### src/rtl/maze_pkg.sv
// maze_pkg: shared tile codes, key codes, FSM states and default maze size for the maze mover
package maze_pkg;
    localparam int DEF_ROWS = 12;
    localparam int DEF_COLS = 16;
    localparam logic [1:0] PATH = 2'd0;
    localparam logic [1:0] WALL = 2'd1;
    localparam logic [1:0] GOAL = 2'd2;
    localparam logic [7:0] KEY_LEFT  = 8'h1C;
    localparam logic [7:0] KEY_RIGHT = 8'h23;
    localparam logic [7:0] KEY_DOWN  = 8'h1B;
    localparam logic [7:0] KEY_UP    = 8'h1D;
    typedef enum logic [1:0] {IDLE, REQ, WAIT, WIN} state_t;
    typedef enum logic [1:0] {D_LEFT, D_RIGHT, D_DOWN, D_UP} dir_t;
endpackage

### src/rtl/maze_move_sched_if.sv
// maze_move_sched_if: map tile read bus; data returns one cycle after the request
interface maze_move_sched_if;
    logic       map_req_o;
    logic [3:0] map_row_o;
    logic [3:0] map_col_o;
    logic [1:0] map_data_i;
    modport master (output map_req_o, map_row_o, map_col_o, input map_data_i);
    modport slave (input map_req_o, map_row_o, map_col_o, output map_data_i);
endinterface

### src/rtl/move_fifo.sv
// move_fifo: queue of 2-bit move directions; a push while full is taken only alongside a pop
module move_fifo
    import maze_pkg::*;
#(
    parameter int DEPTH = 4
) (
    input  logic CLKOUT,
    input  logic aclr_i,
    input  logic flush,
    input  logic push,
    input  logic pop,
    input  dir_t din,
    output dir_t dout,
    output logic full,
    output logic empty
);
    localparam int AW = $clog2(DEPTH);
    dir_t mem [DEPTH];
    logic [AW-1:0] rd, wr;
    logic [AW:0] cnt;
    logic wr_en, rd_en;
    assign full  = cnt == (AW+1)'(DEPTH);
    assign empty = cnt == '0;
    assign wr_en = push && (!full || pop);
    assign rd_en = pop && !empty;
    assign dout  = mem[rd];
    // pointers and occupancy; flush empties the queue in one cycle
    always_ff @(posedge CLKOUT or posedge aclr_i) begin
        if (aclr_i) begin
            rd  <= '0;
            wr  <= '0;
            cnt <= '0;
        end else if (flush) begin
            rd  <= '0;
            wr  <= '0;
            cnt <= '0;
        end else begin
            if (wr_en) wr <= wr + 1'b1;
            if (rd_en) rd <= rd + 1'b1;
            cnt <= cnt + (AW+1)'(wr_en) - (AW+1)'(rd_en);
        end
    end
    // storage; the slot being popped is read before it can be overwritten
    always_ff @(posedge CLKOUT) begin
        if (wr_en && !flush) mem[wr] <= din;
    end
endmodule

### src/rtl/maze_move_sched.sv
// maze_move_sched: queues key moves and walks the ball through the maze; STEP_COUNTER_EN builds the step counter
module maze_move_sched
    import maze_pkg::*;
#(
    parameter int ROWS       = DEF_ROWS,
    parameter int COLS       = DEF_COLS,
    parameter int FIFO_DEPTH = 4,
    parameter int WIN_HOLD   = 1024
) (
    input  logic              CLKOUT,
    input  logic              aclr_i,
    input  logic              kbstrobe_i,
    input  logic [7:0]        kbcode_i,
    maze_move_sched_if.master map,
    output logic [3:0]        ball_row_o,
    output logic [3:0]        ball_col_o,
    output logic              busy_o,
    output logic              bump_o,
    output logic              drop_o,
    output logic              win_o,
    output logic [9:0]        step_cnt_o
);
    localparam int WW = $clog2(WIN_HOLD) + 1;
    state_t state, nxt;
    dir_t key_dir, head;
    logic key_ok, push, pop, full, empty, oob, move, win_done, bump_nxt;
    logic [3:0] tgt_row, tgt_col, nxt_row, nxt_col;
    logic [WW-1:0] win_cnt;
    assign key_ok  = kbcode_i inside {KEY_LEFT, KEY_RIGHT, KEY_DOWN, KEY_UP};
    assign key_dir = kbcode_i == KEY_LEFT ? D_LEFT : kbcode_i == KEY_RIGHT ? D_RIGHT :
                     kbcode_i == KEY_DOWN ? D_DOWN : D_UP;
    assign push = kbstrobe_i && key_ok && state != WIN;
    assign pop  = state == IDLE && !empty;
    move_fifo #(.DEPTH(FIFO_DEPTH)) u_fifo (
        .CLKOUT(CLKOUT), .aclr_i(aclr_i), .flush(state == WIN), .push(push), .pop(pop),
        .din(key_dir), .dout(head), .full(full), .empty(empty)
    );
    assign oob = (head == D_LEFT  && ball_col_o == '0) ||
                 (head == D_RIGHT && ball_col_o == 4'(COLS-1)) ||
                 (head == D_DOWN  && ball_row_o == 4'(ROWS-1)) ||
                 (head == D_UP    && ball_row_o == '0);
    assign nxt_row = head == D_DOWN ? ball_row_o + 4'd1 : head == D_UP ? ball_row_o - 4'd1 : ball_row_o;
    assign nxt_col = head == D_RIGHT ? ball_col_o + 4'd1 : head == D_LEFT ? ball_col_o - 4'd1 : ball_col_o;
    assign move     = state == WAIT && (map.map_data_i == PATH || map.map_data_i == GOAL);
    assign win_done = state == WIN && win_cnt == WW'(WIN_HOLD-1);
    assign map.map_req_o = state == REQ;
    assign map.map_row_o = tgt_row;
    assign map.map_col_o = tgt_col;
    assign win_o  = state == WIN;
    assign busy_o = state != IDLE || !empty;
    // state register
    always_ff @(posedge CLKOUT or posedge aclr_i) begin
        if (aclr_i) state <= IDLE;
        else        state <= nxt;
    end
    // next state and rejected-move detection
    always_comb begin
        nxt      = state;
        bump_nxt = 1'b0;
        case (state)
            IDLE: begin
                nxt      = pop && !oob ? REQ : IDLE;
                bump_nxt = pop && oob;
            end
            REQ:  nxt = WAIT;
            WAIT: begin
                nxt      = map.map_data_i == GOAL ? WIN : IDLE;
                bump_nxt = !move;
            end
            WIN:  nxt = win_done ? IDLE : WIN;
            default: nxt = IDLE;
        endcase
    end
    // target latch, ball position, win timer and event pulses
    always_ff @(posedge CLKOUT or posedge aclr_i) begin
        if (aclr_i) begin
            tgt_row    <= '0;
            tgt_col    <= '0;
            ball_row_o <= '0;
            ball_col_o <= '0;
            win_cnt    <= '0;
            bump_o     <= 1'b0;
            drop_o     <= 1'b0;
        end else begin
            bump_o  <= bump_nxt;
            drop_o  <= push && full && !pop;
            win_cnt <= state == WIN && !win_done ? win_cnt + 1'b1 : '0;
            if (pop && !oob) begin
                tgt_row <= nxt_row;
                tgt_col <= nxt_col;
            end
            if (move) begin
                ball_row_o <= tgt_row;
                ball_col_o <= tgt_col;
            end else if (win_done) begin
                ball_row_o <= '0;
                ball_col_o <= '0;
            end
        end
    end
`ifdef STEP_COUNTER_EN
    // saturating count of successful moves, cleared when a win completes
    always_ff @(posedge CLKOUT or posedge aclr_i) begin
        if (aclr_i)                          step_cnt_o <= '0;
        else if (win_done)                   step_cnt_o <= '0;
        else if (move && step_cnt_o != '1)   step_cnt_o <= step_cnt_o + 10'd1;
    end
`else
    assign step_cnt_o = '0;
`endif
endmodule

### src/flat_wrapper.sv
// flat-port wrapper written by rule: the top's interface ports become plain ports
module maze_move_sched_flat import maze_pkg::*;
#(
    parameter int ROWS       = DEF_ROWS,
    parameter int COLS       = DEF_COLS,
    parameter int FIFO_DEPTH = 4,
    parameter int WIN_HOLD   = 1024
)
  (CLKOUT, aclr_i, kbstrobe_i, kbcode_i, ball_row_o, ball_col_o, busy_o, bump_o, drop_o, win_o, step_cnt_o, map_map_req_o, map_map_row_o, map_map_col_o, map_map_data_i);
  maze_move_sched_if map_i ();
  input  logic CLKOUT;
  input  logic aclr_i;
  input  logic kbstrobe_i;
  input  logic [7:0] kbcode_i;
  output logic [3:0] ball_row_o;
  output logic [3:0] ball_col_o;
  output logic busy_o;
  output logic bump_o;
  output logic drop_o;
  output logic win_o;
  output logic [9:0] step_cnt_o;
  output wire logic [$bits(map_i.map_req_o)-1:0] map_map_req_o;
  output wire logic [$bits(map_i.map_row_o)-1:0] map_map_row_o;
  output wire logic [$bits(map_i.map_col_o)-1:0] map_map_col_o;
  input wire logic [$bits(map_i.map_data_i)-1:0] map_map_data_i;
  assign map_map_req_o = map_i.map_req_o;
  assign map_map_row_o = map_i.map_row_o;
  assign map_map_col_o = map_i.map_col_o;
  assign map_i.map_data_i = map_map_data_i;
  maze_move_sched #(.ROWS(ROWS), .COLS(COLS), .FIFO_DEPTH(FIFO_DEPTH), .WIN_HOLD(WIN_HOLD)) u_core (.CLKOUT(CLKOUT), .aclr_i(aclr_i), .kbstrobe_i(kbstrobe_i), .kbcode_i(kbcode_i), .map(map_i), .ball_row_o(ball_row_o), .ball_col_o(ball_col_o), .busy_o(busy_o), .bump_o(bump_o), .drop_o(drop_o), .win_o(win_o), .step_cnt_o(step_cnt_o));
endmodule
### config.mk
export PLATFORM = sky130hd
export DESIGN_NAME = maze_move_sched_flat
export DESIGN_NICKNAME = d
export VERILOG_FILES = /design/src/rtl/maze_pkg.sv /design/src/rtl/maze_move_sched_if.sv /design/src/rtl/move_fifo.sv /design/src/rtl/maze_move_sched.sv /design/src/flat_wrapper.sv
export SDC_FILE = /design/constraint.sdc
export NUM_CORES = 1
export LEC_CHECK = 0
export CAP_MARGIN = 0
export CORE_UTILIZATION = 57
export DETAILED_ROUTE_END_ITERATION = 8
export PLACE_DENSITY = 0.83
export SETUP_SLACK_MARGIN = 0.5
export SLEW_MARGIN = 30
export SYNTH_ARGS = -nofsm -noshare
export SYNTH_HDL_FRONTEND = slang
export SYNTH_HIERARCHICAL = 1
export SYNTH_SLANG_ARGS = --single-unit
### constraint.sdc
create_clock -name CLKOUT -period 4.3 [get_ports CLKOUT]
set_input_delay 1.29 -clock CLKOUT [delete_from_list [all_inputs] [get_ports CLKOUT]]
set_output_delay 1.29 -clock CLKOUT [all_outputs]
set_load 0.05 [all_outputs]
==> flow_metrics.tcl <==
set metrics [dict create \
    status "complete, no violations" \
    io_pins 44 \
    fin_nets 294 \
    final-hold-violation-count 0 \
    root_buffer "clkbuf_8" \
    netlist_instances 230 \
    crit_buf_inv 4 \
    die_area_um2 4680 \
    placementRows 23 \
    fillCellCount 303 \
    setup-tns-final_ns 0 \
    cp_top_family "simple AND/OR/NAND/NOR gates" \
    seqCellArea_um2 1190 \
    p_leak_nw 1.33 \
    tightest_slew_ns 0.828 \
    layout_common_cells "dfrtp_1 (38), clkdlybuf4s50_1 (33), nor2_1 (21)" \
    multi_input_area_um2 1200 \
    fp.dieW_um 68.4 \
    grt_pass1_wl_mm 7.42 \
    tritoncts "built" \
    wl_per_cell_um 14.6 \
    grt_max_degree 32 \
    ys.flop_type "dfrtp_1" \
    period_share_pct 84.3 \
    yosys.cell_types.count 48 \
    crit_slowest_cell "clkdlybuf4s50_1" \
    grt.total_usage_pct 22.2 \
    cp-start-kind "input port" \
    ant_nets 0 \
    synthArstFlopShare_pct 82.6 \
    grt-ovfl-total 0 \
    clk_pin_slew_ns 0.08 \
    grt_antenna_before_repair 0 \
    drtIter0Drc 118 \
    syn_avg_cell_area_um2 10.9 \
    start_util_pct 61.1 \
    routed_via_density 5.43 \
    max_freq_mhz 276 \
    fin_area_um2 2950 \
    cap_violations 0 \
    numCtsBuffers 5 \
    gp_congestion 0.755 \
    htreeDepth 2 \
    critPathMaxFanout 4 \
    power_uw 741 \
    die_h_um 68.4 \
    required_ns 4.48 \
    clockBufferDepth 2 \
    dpl.hpwl_mm 3.31 \
    port_buffers 33 \
    worstSetupPathType "in2reg" \
    n_antenna_cell 0 \
    dr.pass1.iters 4 \
    wl_mm 4.64 \
    maxSlewHeadroom_pct 44.5 \
    yosys_warnings 6 \
    synth_seq_cells 46 \
    netlist_area_um2 2520 \
    power_density_nw_per_um2 251 \
    place_area_um2 2860 \
    grt_pass1_vias 1594 \
    finalCriticalPeriod_ns 3.63 \
    ir_drop_uv 134 \
    drc_errors 0 \
    setup_violations 0 \
    insertion_delay_ns 0.30 \
    layout_commonest_cell "dfrtp_1" \
    arrival_ns 3.81 \
    slew_violations 0 \
    final_core_util_pct 71.8 \
    core_area_um2 4120 \
    rsz0062_at_grt "no" \
    synth_edf_count 8 \
    cts_hold_buffers 0 \
    critical-path-max-stage-delay_ns 0.39 \
    cp_cell_sequence "clkdlybuf4s50_1, nor2_1, nand4b_1, nor2_1, o211a_1, nor2b_2, inv_1, ha_1, inv_1, ha_1, inv_1, fa_1, xnor2_1, nor2_1" \
    synth_seq_area_share_pct 47.3 \
    cp-end-kind "flop" \
    drive_gt1_share_pct 10.4 \
    cts.sinks 46 \
    holdCritPathClass "reg2reg" \
    fin_skew_ns 0.00499 \
    hold_ws_ns 0.485 \
    vias 1727 \
    area_growth_pct 17.4 \
]
==> per-layer routing <==
layer	part of all wire, %	wire length, µm	track usage, %
met5	0	0	0
met4	1.5	70	6.77
met3	4.3	198	5.17
met2	49	2290	37.3
met1	45	2080	28.1
==> synth_stat cells (6+ instances only) <==
cell type,number,share of area (%)
a21oi_1,6,1.2
a22o_1,8,2.8
buf_4,11,3.3
dfrtp_1,38,38
edfxtp_1,8,9.5
ha_1,13,6.5
inv_1,17,2.5
mux2_2,9,4.0
nand2_1,15,2.2
nor2_1,21,3.1
o21ai_0,6,1.2
xnor2_1,10,3.5
xor2_1,8,2.8
==> flip-flops by register name (all words and copies together), names as in the netlist <==
register / flops
u_core/state: 2
u_core/map.map_row_o: 4
u_core/u_fifo/wr: 2
u_core/u_fifo/cnt: 3
u_core/bump_o: 1
u_core/drop_o: 1
u_core/win_cnt: 11
u_core/ball_row_o: 4
u_core/u_fifo/mem: 8
u_core/map.map_col_o: 4
u_core/u_fifo/rd: 2
u_core/ball_col_o: 4
==> logic make-up (layout without fill, tap and decap cells) <==
| family | after synthesis | in the layout | synth area share (%) |
|---|---|---|---|
| flip-flops | 46 | 46 | 47.3 |
| AO/OA/AOI/OAI | 30 | 30 | 9.15 |
| other | 1 | 10 | 0.149 |
| AND/OR/NAND/NOR | 75 | 75 | 16.2 |
| buffers and inverters | 32 | 61 | 6.46 |
| adder cells (fa/ha/maj) | 14 | 14 | 7.26 |
| multiplexers | 14 | 14 | 7.21 |
| XOR/XNOR | 18 | 18 | 6.27 |
==> power breakdown <==
part	leakage, nW	switching [mW]	internal, mW
combinational	0.683	0.0308	0.0118
sequential	0.601	0	0.441
clock	0.0450	0.144	0.113
total	1.33	0.175	0.566
==> worst paths after layout <==
check                                      from                    to  slack [ns]  cells after the start
max in group asynchronous                aclr_i  u_core/ball_col_o[3]        2.62                      3
min reg2reg                   u_core/win_cnt[0]     u_core/win_cnt[0]        0.48                      1
max reg2reg                u_core/u_fifo/cnt[1]  u_core/u_fifo/cnt[2]        1.45                     13
max                                 kbcode_i[7]  u_core/u_fifo/cnt[2]        0.67                     14
min in group asynchronous                aclr_i  u_core/u_fifo/cnt[0]        1.25                      2
min                           u_core/win_cnt[0]     u_core/win_cnt[0]        0.48                      1
==> cell type report <==
type | instances | area share [%]
clock inverters | 2 | 0.339
flip-flops and latches | 46 | 40.3
repair buffers | 36 | 11.9
clock buffers | 6 | 2.46
multi-input cells | 161 | 40.6
well taps | 50 | 2.12
inverters | 17 | 2.16
==> timing repair <==
item	in CTS	in global routing
buffers inserted	0	1
hold endpoints to repair	0	0
resized for setup	0	1
setup endpoints to repair	0	1
==> through the flow <==
stage / setup WS (ns) / instances
3_5_place_dp: 0.391 / 309
4_1_cts: 0.684 / 317
3_3_place_gp: 0.517 / 309
6_report: 0.674 / 318
2_1_floorplan: 1.01 / 239
5_1_grt: 0.504 / 318
Power figures use the tool's default switching activity.
==> RTL change: new RTL, config.mk and constraints unchanged <==
Re-encode `state_t` (4 states) as Gray code, 2 bits wide.
--- a/src/rtl/maze_pkg.sv
+++ b/src/rtl/maze_pkg.sv
@@ -9,7 +9,7 @@
     localparam logic [7:0] KEY_RIGHT = 8'h23;
     localparam logic [7:0] KEY_DOWN  = 8'h1B;
     localparam logic [7:0] KEY_UP    = 8'h1D;
-    typedef enum logic [1:0] {IDLE, REQ, WAIT, WIN} state_t;
+    typedef enum logic [1:0] {IDLE = 2'b00, REQ = 2'b01, WAIT = 2'b11, WIN = 2'b10} state_t;
     typedef enum logic [1:0] {D_LEFT, D_RIGHT, D_DOWN, D_UP} dir_t;
 endpackage
 
Function: no difference found for any inputs over 10 cycles, from zero or initial values; not proved beyond that.
==> RTL change against the original RTL <==
- cell area increased by 4.8%
- via count increased by 9.1%
- non-clock buffer count unchanged
- largest cell class unchanged
- setup slack improved by 19 ps
- sequential cell count unchanged
- count of clock-buffer cells in the layout decreased by 1
- wire length increased by 6.0%
- largest power group unchanged
- area after synthesis increased by 5.4%
- power decreased by 0.27%
- final cell count increased by 6.9%
- sequential share of layout area decreased by 1.8 points
- sequential power about the same
==> RTL change: results (changes against the original RTL) <==
routed via count - 1885 (+9.1%)
adder-cell share of the synthesized area - 8.78% (+1.5 points)
metal3 WL - 184 um (-7.1%)
met2 Resource Use GR - 36.6% (-0.61 points)
core area - 4410 sq um (+7.3%)
met2 routed WL - 2540 um (+11%)
Worst Tran Pin Value - 674 ps (-154 ps)
worst slack at placement - 213 ps (-178 ps)
comb_multi_in - 181 (+12%)
Clock Latency Late Sink - 300 ps (about the same)
# port buffers - 33 (unchanged)
proportion of layout cells with a drive suffix above 1 - 10.8% (+0.32 points)
outcome - finished clean
global-route wire length before repair - 8340 um (+12%)
CP arrival - 3800 ps (about the same)
Worst Skew - 11.5 ps (+6.53 ps)
post-synthesis mux area share - 7.98% (+0.77 points)
Synth Area in Compound Gates - 6.94% (-2.2 points)
setup repair bufs after CTS - 0 (unchanged)
CTS Buffer Depth - 2 (unchanged)
dpl cell area - 2980 sq um (+4.3%)
routability cong. - 0.748 (-0.89%)
leakage - 1.35 nW (+1.8%)
XOR/XNOR Fraction of Synth Area - 5.95% (-0.32 points)
met1 Track Usage GR - 27.1% (-1.0 points)
pwr dens - 239 nW/um^2 (-4.8%)
1st-iter DRT viols - 122 (+3.4%)
hpwl dp - 3560 um (+7.5%)
ranking of synthesized cells by area - dfrtp_1 (36%), edfxtp_1 (9.1%), ha_1 (8.0%), mux2_4 (5.1%), nand2_1 (4.2%)
CTS H-tree lvls - 2 (unchanged)
total power - 0.000739 W (-0.27%)
vias in the first global route - 1816 (+14%)
maximum fanout along the worst path - 2 (-2)
buffering overhead - 11.4% (-0.55 points)
Psw - 0.000174 W (-0.43%)
max incr delay on CP - 460 ps (+70 ps)
met3 usage - 4.76% (-0.40 points)
clock tree cell share of total cell area - 2.75% (-0.047 points)
worst vdd ir - 0.172 mV (+28%)
layout net count - 318 (+8.2%)
top cells by count, synth - dfrtp_1 (38), nand2_1 (30), ha_1 (17), inv_1 (17), nor2_1 (17)
Comb power - 0.0000430 W (+1%)
M1 WL - 2060 um (-0.77%)
seq_cells - 46 (unchanged)
Top Registers - u_core/win_cnt: 11 flops, u_core/u_fifo/mem: 8 flops
Seq/Total Area, Yosys - 44.9% (-2.4 points)
count of cell types in the netlist - 50 (+4.2%)
filler cell count - 350 (+16%)
wire per inst - 14.5 um (-0.90%)
clk_buf instances - 5 (-1)
part of the power in registers - 59.7% (about the same)
GRT Overall Usage - 21.8% (-0.36 points)
multi-input logic area - 1340 sq um (+11%)
## RTL change: path summary, 6_finish.rpt
check                                                   to  slack [ps]  depth (start not counted)
setup / recovery            u_core/u_fifo/cnt[2]$_DFF_PP0_         690                         14
min in group asynchronous  u_core/u_fifo/rd[1]$_DFFE_PP0P_        1250                          2
max in group asynchronous          u_core/drop_o$_DFF_PP0_        2620                          3
hold reg to reg                u_core/win_cnt[0]$_DFF_PP0_         490                          1
setup reg to reg            u_core/u_fifo/cnt[2]$_DFF_PP0_        1460                         13
hold / removal                 u_core/win_cnt[0]$_DFF_PP0_         490                          1
## RTL change: worst max-delay path, delay by kind of cell
family,cells,cell delay [ps]
compound gates,2,280
xor+xnor,1,160
fa+ha+maj,3,770
buf+inv,4,620
simple gates,4,680
## RTL change: per-stage QoR
step	instances	hold slack, ps
after floorplan	261	455
after global placement	331	479
after detailed placement	331	484
after CTS	339	496
after global routing	340	517
final	340	491
